`src/rtl/abacus_sample_controller_if.sv`:
```
// Purpose: register-side configuration strobes and profiler-side controls of the sampling controller.
// Latency: none, wires only.
// Backpressure: none; strobes are single-cycle and the controller never stalls the register interface.
interface abacus_sample_controller_if #(
    parameter int WINDOW_WIDTH   = 32,
    parameter int PRESCALE_WIDTH = 16
);
    logic                      cfg_start;
    logic                      cfg_stop;
    logic                      cfg_periodic;
    logic [1:0]                cfg_unit_mask;
    logic [WINDOW_WIDTH-1:0]   cfg_window_len;
    logic [PRESCALE_WIDTH-1:0] cfg_prescale;
    logic                      irq_ack;
    logic                      instr_profiler_enable;
    logic                      cache_profiler_enable;
    logic                      counter_clear;
    logic                      snapshot;
    logic                      window_done_irq;
    logic                      busy;
    logic [WINDOW_WIDTH-1:0]   window_count;

    // Register-interface side: issues configuration and strobes, observes status.
    modport master (
        output cfg_start, cfg_stop, cfg_periodic, cfg_unit_mask,
               cfg_window_len, cfg_prescale, irq_ack,
        input  instr_profiler_enable, cache_profiler_enable, counter_clear,
               snapshot, window_done_irq, busy, window_count
    );

    // Controller side.
    modport slave (
        input  cfg_start, cfg_stop, cfg_periodic, cfg_unit_mask,
               cfg_window_len, cfg_prescale, irq_ack,
        output instr_profiler_enable, cache_profiler_enable, counter_clear,
               snapshot, window_done_irq, busy, window_count
    );
endinterface

```
`src/rtl/abacus_sample_controller.sv`:
```
// Purpose: sequences profiler units through clear -> run -> snapshot windows timed by a prescaled tick.
// Latency: start at edge T gives clear in T+1, enables from T+2; all outputs decode from registered state.
// Backpressure: none; strobes arriving while busy are ignored, stop aborts from CLEAR/RUN only.
module abacus_sample_controller #(
    parameter int WINDOW_WIDTH   = 32,
    parameter int PRESCALE_WIDTH = 16
) (
    input  logic                     clk,
    input  logic                     rst,
    abacus_sample_controller_if.slave bus
);

    typedef enum logic [1:0] {
        IDLE     = 2'd0,
        CLEAR    = 2'd1,
        RUN      = 2'd2,
        SNAPSHOT = 2'd3
    } state_e;

    state_e                    state_q, state_d;
    logic                      periodic_q, periodic_d;
    logic [1:0]                mask_q, mask_d;
    logic [WINDOW_WIDTH-1:0]   len_q, len_d;
    logic [PRESCALE_WIDTH-1:0] prescale_q, prescale_d;
    logic [PRESCALE_WIDTH-1:0] prescale_cnt_q, prescale_cnt_d;
    logic [WINDOW_WIDTH-1:0]   ticks_left_q, ticks_left_d;
    logic                      irq_q, irq_d;
    logic [WINDOW_WIDTH-1:0]   window_count_q, window_count_d;
    logic                      snap_entry;

    // State register.
    always_ff @(posedge clk) begin
        if (rst) begin
            state_q <= IDLE;
        end else begin
            state_q <= state_d;
        end
    end

    // Datapath registers: latched config, tick timing, irq and completed-window count.
    always_ff @(posedge clk) begin
        if (rst) begin
            periodic_q     <= 1'b0;
            mask_q         <= 2'b00;
            len_q          <= '0;
            prescale_q     <= '0;
            prescale_cnt_q <= '0;
            ticks_left_q   <= '0;
            irq_q          <= 1'b0;
            window_count_q <= '0;
        end else begin
            periodic_q     <= periodic_d;
            mask_q         <= mask_d;
            len_q          <= len_d;
            prescale_q     <= prescale_d;
            prescale_cnt_q <= prescale_cnt_d;
            ticks_left_q   <= ticks_left_d;
            irq_q          <= irq_d;
            window_count_q <= window_count_d;
        end
    end

    // Next-state and datapath update; config is only captured on the IDLE->CLEAR edge.
    always_comb begin
        state_d        = state_q;
        periodic_d     = periodic_q;
        mask_d         = mask_q;
        len_d          = len_q;
        prescale_d     = prescale_q;
        prescale_cnt_d = prescale_cnt_q;
        ticks_left_d   = ticks_left_q;
        snap_entry     = 1'b0;

        case (state_q)
            IDLE: begin
                // Stop wins over a simultaneous start.
                if (bus.cfg_start && !bus.cfg_stop) begin
                    state_d    = CLEAR;
                    periodic_d = bus.cfg_periodic;
                    mask_d     = bus.cfg_unit_mask;
                    len_d      = bus.cfg_window_len;
                    prescale_d = bus.cfg_prescale;
                end
            end
            CLEAR: begin
                if (bus.cfg_stop) begin
                    state_d = IDLE;
                end else begin
                    state_d        = RUN;
                    prescale_cnt_d = '0;
                    // A zero-length window still runs for one tick.
                    ticks_left_d   = (len_q == '0) ? WINDOW_WIDTH'(1) : len_q;
                end
            end
            RUN: begin
                if (bus.cfg_stop) begin
                    state_d = IDLE;
                end else if (prescale_cnt_q == prescale_q) begin
                    prescale_cnt_d = '0;
                    ticks_left_d   = ticks_left_q - WINDOW_WIDTH'(1);
                    if (ticks_left_q == WINDOW_WIDTH'(1)) begin
                        state_d    = SNAPSHOT;
                        snap_entry = 1'b1;
                    end
                end else begin
                    prescale_cnt_d = prescale_cnt_q + PRESCALE_WIDTH'(1);
                end
            end
            SNAPSHOT: begin
                // A stop here lets the window finish but prevents the next one.
                state_d = (periodic_q && !bus.cfg_stop) ? CLEAR : IDLE;
            end
            default: state_d = IDLE;
        endcase

        window_count_d = snap_entry ? (window_count_q + WINDOW_WIDTH'(1)) : window_count_q;

        // Set has priority over an acknowledge on the same edge.
        irq_d = irq_q;
        if (bus.irq_ack) begin
            irq_d = 1'b0;
        end
        if (snap_entry) begin
            irq_d = 1'b1;
        end
    end

    assign bus.counter_clear         = (state_q == CLEAR);
    assign bus.instr_profiler_enable = (state_q == RUN) && mask_q[0];
    assign bus.cache_profiler_enable = (state_q == RUN) && mask_q[1];
    assign bus.snapshot              = (state_q == SNAPSHOT);
    assign bus.busy                  = (state_q != IDLE);
    assign bus.window_done_irq       = irq_q;
    assign bus.window_count          = window_count_q;

endmodule

```
`src/flat_wrapper.sv`:
```
// flat-port wrapper written by rule: the top's interface ports become plain ports
module abacus_sample_controller_flat 
#(
    parameter int WINDOW_WIDTH   = 32,
    parameter int PRESCALE_WIDTH = 16
)
  (clk, rst, bus_cfg_start, bus_cfg_stop, bus_cfg_periodic, bus_cfg_unit_mask, bus_cfg_window_len, bus_cfg_prescale, bus_irq_ack, bus_instr_profiler_enable, bus_cache_profiler_enable, bus_counter_clear, bus_snapshot, bus_window_done_irq, bus_busy, bus_window_count);
  abacus_sample_controller_if #(.WINDOW_WIDTH(WINDOW_WIDTH), .PRESCALE_WIDTH(PRESCALE_WIDTH)) bus_i ();
  input  logic clk;
  input  logic rst;
  input wire logic [$bits(bus_i.cfg_start)-1:0] bus_cfg_start;
  input wire logic [$bits(bus_i.cfg_stop)-1:0] bus_cfg_stop;
  input wire logic [$bits(bus_i.cfg_periodic)-1:0] bus_cfg_periodic;
  input wire logic [$bits(bus_i.cfg_unit_mask)-1:0] bus_cfg_unit_mask;
  input wire logic [$bits(bus_i.cfg_window_len)-1:0] bus_cfg_window_len;
  input wire logic [$bits(bus_i.cfg_prescale)-1:0] bus_cfg_prescale;
  input wire logic [$bits(bus_i.irq_ack)-1:0] bus_irq_ack;
  output wire logic [$bits(bus_i.instr_profiler_enable)-1:0] bus_instr_profiler_enable;
  output wire logic [$bits(bus_i.cache_profiler_enable)-1:0] bus_cache_profiler_enable;
  output wire logic [$bits(bus_i.counter_clear)-1:0] bus_counter_clear;
  output wire logic [$bits(bus_i.snapshot)-1:0] bus_snapshot;
  output wire logic [$bits(bus_i.window_done_irq)-1:0] bus_window_done_irq;
  output wire logic [$bits(bus_i.busy)-1:0] bus_busy;
  output wire logic [$bits(bus_i.window_count)-1:0] bus_window_count;
  assign bus_i.cfg_start = bus_cfg_start;
  assign bus_i.cfg_stop = bus_cfg_stop;
  assign bus_i.cfg_periodic = bus_cfg_periodic;
  assign bus_i.cfg_unit_mask = bus_cfg_unit_mask;
  assign bus_i.cfg_window_len = bus_cfg_window_len;
  assign bus_i.cfg_prescale = bus_cfg_prescale;
  assign bus_i.irq_ack = bus_irq_ack;
  assign bus_instr_profiler_enable = bus_i.instr_profiler_enable;
  assign bus_cache_profiler_enable = bus_i.cache_profiler_enable;
  assign bus_counter_clear = bus_i.counter_clear;
  assign bus_snapshot = bus_i.snapshot;
  assign bus_window_done_irq = bus_i.window_done_irq;
  assign bus_busy = bus_i.busy;
  assign bus_window_count = bus_i.window_count;
  abacus_sample_controller #(.WINDOW_WIDTH(WINDOW_WIDTH), .PRESCALE_WIDTH(PRESCALE_WIDTH)) u_core (.clk(clk), .rst(rst), .bus(bus_i));
endmodule
```
`config.mk`:
```
export PLATFORM = sky130hd
export DESIGN_NAME = abacus_sample_controller_flat
export DESIGN_NICKNAME = d
export VERILOG_FILES = /design/src/rtl/abacus_sample_controller_if.sv /design/src/rtl/abacus_sample_controller.sv /design/src/flat_wrapper.sv
export SDC_FILE = /design/constraint.sdc
export NUM_CORES = 1
export LEC_CHECK = 0
export BUFFER_PORTS_ARGS = -buffer_cell sky130_fd_sc_hd__buf_2
export CAP_MARGIN = 15
export CORE_UTILIZATION = 60
export DETAILED_ROUTE_END_ITERATION = 6
export GPL_TIMING_DRIVEN = 0
export PLACE_DENSITY = 0.83
export SLEW_MARGIN = 20
export SYNTH_ARGS = -nofsm -noshare
export SYNTH_HDL_FRONTEND = slang
export SYNTH_SLANG_ARGS = --single-unit
```
`constraint.sdc`:
```
create_clock -name clk -period 3.9 [get_ports clk]
set_input_delay 0.585 -clock clk [delete_from_list [all_inputs] [get_ports clk]]
set_output_delay 0.585 -clock clk [all_outputs]
set_load 0.05 [all_outputs]
```
; Word-level counts from Yosys, hierarchy flattened
; Cells that the tools add are included.
[totals]
register_bits = 134
inputBits = 56
out_inout_bits = 38
wordCells = 59
[classes]
add_sub_neg = 3
eq_ne = 11
muxes = 22
reduce_logical = 14
[ops]
columns = op, count
row1 = two-way mux 32 bit, 4
row2 = one-hot mux 32 bit (2 select lines), 1
row3 = two-way mux 16 bit, 3
row4 = "adder 32 x 1 -> 32 bit, second input constant", 1
row5 = "== test 32 x 1 -> 1 bit, second input constant", 1
row6 = logical NOT 32 bit, 1
row7 = one-hot mux 16 bit (2 select lines), 1
row8 = "subtractor 32 x 1 -> 32 bit, second input constant", 1
row9 = "adder 16 x 1 -> 16 bit, second input constant", 1
row10 = == test 16 bit, 1
row11 = two-way mux 2 bit, 5
row12 = one-hot mux 2 bit (4 select lines), 1
row13 = two-way mux 1 bit, 7
row14 = "!= test 3 x 2 -> 1 bit, second input constant", 2
row15 = AND reduction 3 bit, 2
row16 = nonzero test 2 bit, 3
row17 = "== test 2 bit, second input constant", 2
row18 = logical AND 1 bit, 4
row19 = "!= test 2 x 1 -> 1 bit, second input constant", 2
row20 = "!= test 2 bit, second input constant", 2
row21 = AND reduction 4 bit, 1
row22 = "== test 2 x 1 -> 1 bit, second input constant", 1
row23 = logical NOT 2 bit, 1
row24 = AND reduction 2 bit, 1
row25 = logical NOT 1 bit, 1

; Logic depth before layout (Yosys ltp)
[logic_depth]
depth_word = 6
mapped_depth = 9
ltp_nobuf = 8

; Least setup slack after synthesis
; OpenSTA, ideal clock, no wires.
[synth_timing]
path_type = reg2reg
startpoint = register u_core.window_count_q[4], in the netlist u_core.bus.window_count[4]
endpoint = register u_core.window_count_q[31], in the netlist u_core.bus.window_count[31]
setup_ns = 0.123
t_arrival_ns = 2.526
required_ns = 3.777
setup_slack_ns = 1.251
stages_incl_launch_ff = 7
n_path_buf = 0
synth_period_minus_slack_ns = 2.649
path_cell_list = dfxtp_1 -> nand4_1 -> or2_1 -> or3_1 -> or3_1 -> nor3_1 -> mux2_1
[synth_via]
elab_chain_cells = 1
[synth_lines]
columns = element, line_no
row1 = from (decl), abacus_sample_controller.sv:28  ; logic [WINDOW_WIDTH-1:0] window_count_q, window_count_d;
row2 = from (signal assigned), abacus_sample_controller.sv:59  ; window_count_q <= window_count_d;
row3 = adder 32 x 1 -> 32 bit, abacus_sample_controller.sv:116  ; window_count_d = snap_entry ? (window_count_q + WINDOW_WIDTH'(1)) : window_count_q;
; Every way passes these cells.
; A chain may end at the register's enable or synchronous reset.

; Worst setup path in the final report
[layout_timing]
startpoint = register u_core.state_q[0]
endpoint = output port bus_instr_profiler_enable
[layout_via]
elab_chain_cells = 2
[layout_lines]
columns = element, line_no
row1 = from (decl), abacus_sample_controller.sv:20  ; state_e state_q, state_d;
row2 = from (signal assigned), abacus_sample_controller.sv:36  ; state_q <= state_d;
row3 = == test 2 bit, abacus_sample_controller.sv:129  ; assign bus.instr_profiler_enable = (state_q == RUN) && mask_q[0];
row4 = logical AND 1 bit, abacus_sample_controller.sv:129
row5 = to (decl), flat_wrapper.sv:18  ; output wire logic [$bits(bus_i.instr_profiler_enable)-1:0] bus_instr_profiler_enable;
; Every way passes these cells.

==> impl_metrics.json <==
{
  "power.ir.vdd_worst_v": 0.0003986,
  "cts_setup_buffers": 0,
  "max_stage_delay_ps": 550,
  "grt.busiest_layer": "met2",
  "ys_types": 56,
  "avgSynthCellArea_um2": 7.569,
  "grt_pass1_vias": 6506,
  "fin_skew_ps": 8.361,
  "power.switching_mw": 0.8715,
  "crit_top_cell": "clkbuf_1",
  "finalWirelength_mm": 19.51,
  "grt_pass1_wl_mm": 31.37,
  "cts_sinks": 134,
  "worst_pin_slew_ps": 1067,
  "endpoint_kind": "primary output",
  "gp_congestion": 0.9036,
  "outcome": "finished clean",
  "die_x_um": 107.7,
  "seqPwrFrac": 0.414,
  "cts_resized": 0,
  "crit_start": "u_core.state_q[0]",
  "period_needed_ps": 3401,
  "synth_area_leaders": "dfxtp_1 (40%), nand2_1 (9.6%), a21oi_1 (9.0%), o21ai_0 (3.3%), nor2_1 (3.2%)",
  "clk_pin_slew_ps": 60,
  "die-area_um2": 11590,
  "syn2layout_area_growth_pct": 19.07,
  "ios": 94,
  "wl_per_cell_um": 16.95,
  "maxSlewViolCount": 0,
  "fillers": 904,
  "nets": 1058,
  "ctsHoldBuffers": 0,
  "vias": 7220,
  "synth_seq_cells": 134,
  "setup_viol": 0,
  "cp_slowest_cell": "clkbuf_1",
  "finalHoldViolations": 0,
  "root_buffer": "clkbuf_8",
  "p_comb_frac": 0.100,
  "rsz0062_at_grt": "false",
  "yosys_warnings": 0,
  "dp_hpwl_mm": 13.49,
  "pwr-share-clk": 0.486,
  "p_int_mw": 2.589,
  "port_buffers": 93,
  "reg2reg_depth": 9,
  "insertedDiodeCount": 0,
  "synth_commonest_cells": "nand2_1 (171), dfxtp_1 (134), a21oi_1 (120), nor2_1 (58), clkbuf_1 (45)",
  "arrival_ps": 2820,
  "clk_latency_ps": 530,
  "grt_max_degree": 17,
  "critical_path_buf_inv_count": 4,
  "r2r-start": "u_core.state_q[0]",
  "crit_cells": 6,
  "cap_violations": 0,
  "clockBufferDepth": 2,
  "regToRegSetupSlack_ps": 810,
  "max_freq_mhz": 294.1,
  "critPathCapture": "bus_instr_profiler_enable",
  "syn_inst": 885,
  "grt_util_met2": 0.5513,
  "dr.pass1.iters": 6,
  "tns_ps": 0,
  "ant_nets": 0,
  "synthArstFlopShare": 0,
  "critPathMaxFanout": 10,
  "met3_usage": 0.08293,
  "worstSetupPathType": "flop to primary output",
  "crit_path_cell_trace": "clkbuf_1 -> nor2b_1 -> clkbuf_1 -> clkbuf_1 -> and2_1 -> buf_2",
  "synth.most_common_cell": "nand2_1",
  "start_kind": "flop",
  "grt_antenna_before_repair": 0,
  "relSlewSlack": 0.2833,
  "reg2reg_to": "u_core.ticks_left_q[30]",
  "synth_top_cell_by_area": "dfxtp_1",
  "yosysTopAreaCellShare": 0.4004,
  "cellPowerDensity_nw_per_um2": 433.8,
  "switching_share": 0.2518,
  "track_usage": 0.3478,
  "drive_gt1_frac": 0.1405,
  "ys.flop_type": "dfxtp_1",
  "route.detailed.drc": 0,
  "die_y_um": 107.7,
  "synth_fp_nets": 945,
  "min_period_over_period": 0.8719,
  "met1_usage": 0.4422,
  "start_util": 0.6180,
  "fin_util": 0.7358,
  "worstPathRequired_ps": 3310,
  "core_um2": 10840,
  "min_path_type": "primary input to flop",
  "ys_seq_area_frac": 0.4004,
  "routed_via_density": 6.273,
  "path_delay_family": "buffers and inverters",
  "cts_tree": "built",
  "drtIter0Drc": 927,
  "synth_edf_count": 0,
  "netlist_area_um2": 6699,
  "h-tree-depth": 4,
  "grt-ovfl-total": 0,
  "fp-row-count": 38,
  "cts_inserted_buffers": 17,
  "p_leak_nw": 2.932
}
per-layer routing:
metal,vias to the layer above,part of all wire,routed length (um)
met2,421,0.47,9112
li1,3404,-,-
met5,-,0,0
met4,0,0.031,603
met3,58,0.093,1811
met1,3337,0.41,7980
power groups by stage:
stage / Clock [mW] / Sequential [mW] / Combinational, mW
final: 1.68 / 1.43 / 0.347
after global routing: 1.76 / 1.43 / 0.379
after CTS: 1.68 / 1.43 / 0.337
after detailed placement: 0 / 1.46 / 0.332
after global placement: 0 / 1.46 / 0.327
after floorplan: 0 / 1.45 / 0.227
metrics by stage:
step | setup WS (ps) | hold slack (ps) | cell area (um2) | cells | total power [mW]
after floorplan | 1251 | 431.7 | 6699 | 885 | 1.677
after global placement | 423.9 | 441.0 | 7340 | 1118 | 1.787
after detailed placement | 1045 | 456.9 | 7353 | 1119 | 1.793
after CTS | 600.6 | 284.7 | 7976 | 1151 | 3.449
after global routing | 445.0 | 280.6 | 7976 | 1151 | 3.570
final | 499.5 | 290.2 | 7976 | 1151 | 3.460
logic make-up after synthesis:
| family | Yosys count | synth area share |
|---|---|---|
| flops | 134 | 0.4004 |
| compound gates | 247 | 0.2148 |
| xor+xnor | 22 | 0.02876 |
| simple gates | 401 | 0.2977 |
| buf+inv | 70 | 0.03941 |
| fa+ha+maj | 4 | 0.007471 |
| mux | 7 | 0.01139 |
cell type report:
| class | instances | area (um2) | area share |
|---|---|---|---|
| flip-flops and latches | 134 | 2683 | 0.3363 |
| clock inverters | 11 | 173.9 | 0.02180 |
| multi-input cells | 681 | 3759 | 0.4712 |
| repair buffers | 94 | 473.0 | 0.05929 |
| well taps | 140 | 175.2 | 0.02196 |
| plain buffers | 51 | 192.7 | 0.02416 |
| clock buffers | 21 | 449.2 | 0.05631 |
| inverters | 19 | 71.32 | 0.008941 |
cells in the final DEF (no fill, tap or decap), drive strengths merged, types with 3 or more instances in the layout:
cell type,instances
a32o,5
or2,5
nor4,24
ha,4
and3,6
o31ai,14
o21ai,55
nand4,22
nor2,59
a21o,5
a31oi,15
nor2b,6
xor2,3
o21bai,3
o41ai,5
nand3,30
or3,24
and2,9
nor3,15
clkinvlp,3
a22o,5
bufinv,4
nand2,171
o21a,3
or4,10
nor4b,3
o211ai,5
mux2,5
a21oi,120
xnor2,19
clkinv,4
dfxtp,134
a41oi,3
nand2b,10
buf,100
inv,19
clkbuf,66
worst min path at each step:
stage | start | slack (ps) | endpoint | cells after the start
4_1_cts | bus_cfg_window_len[31] | 280 | u_core.len_q[31] | 3
2_1_floorplan | u_core.mask_q[0] | 430 | u_core.mask_q[0] | 2
5_1_grt | bus_cfg_window_len[13] | 280 | u_core.len_q[13] | 3
3_3_place_gp | u_core.mask_q[1] | 440 | u_core.mask_q[1] | 2
6_report | bus_cfg_window_len[26] | 290 | u_core.len_q[26] | 3
3_5_place_dp | u_core.mask_q[1] | 460 | u_core.mask_q[1] | 2
registers in the layout, summed over array words and instances, names as in the netlist:
name and count:
u_core.bus.window_count 32, u_core.bus.window_done_irq 1, u_core.len_q 32, u_core.mask_q 2, u_core.periodic_q 1, u_core.prescale_cnt_q 16, u_core.prescale_q 16, u_core.state_q 2
u_core.ticks_left_q 32
worst reg2reg max path: stages (launching register included):
cell,delay [ps]
dfxtp_1,400
inv_1,140
nand2_1,130
clkbuf_1,360
a21oi_1,370
o21ai_1,210
clkbuf_1,510
clkbuf_1,510
o21ai_0,220
a21oi_1,170
(Power assumes the default switching activity.)
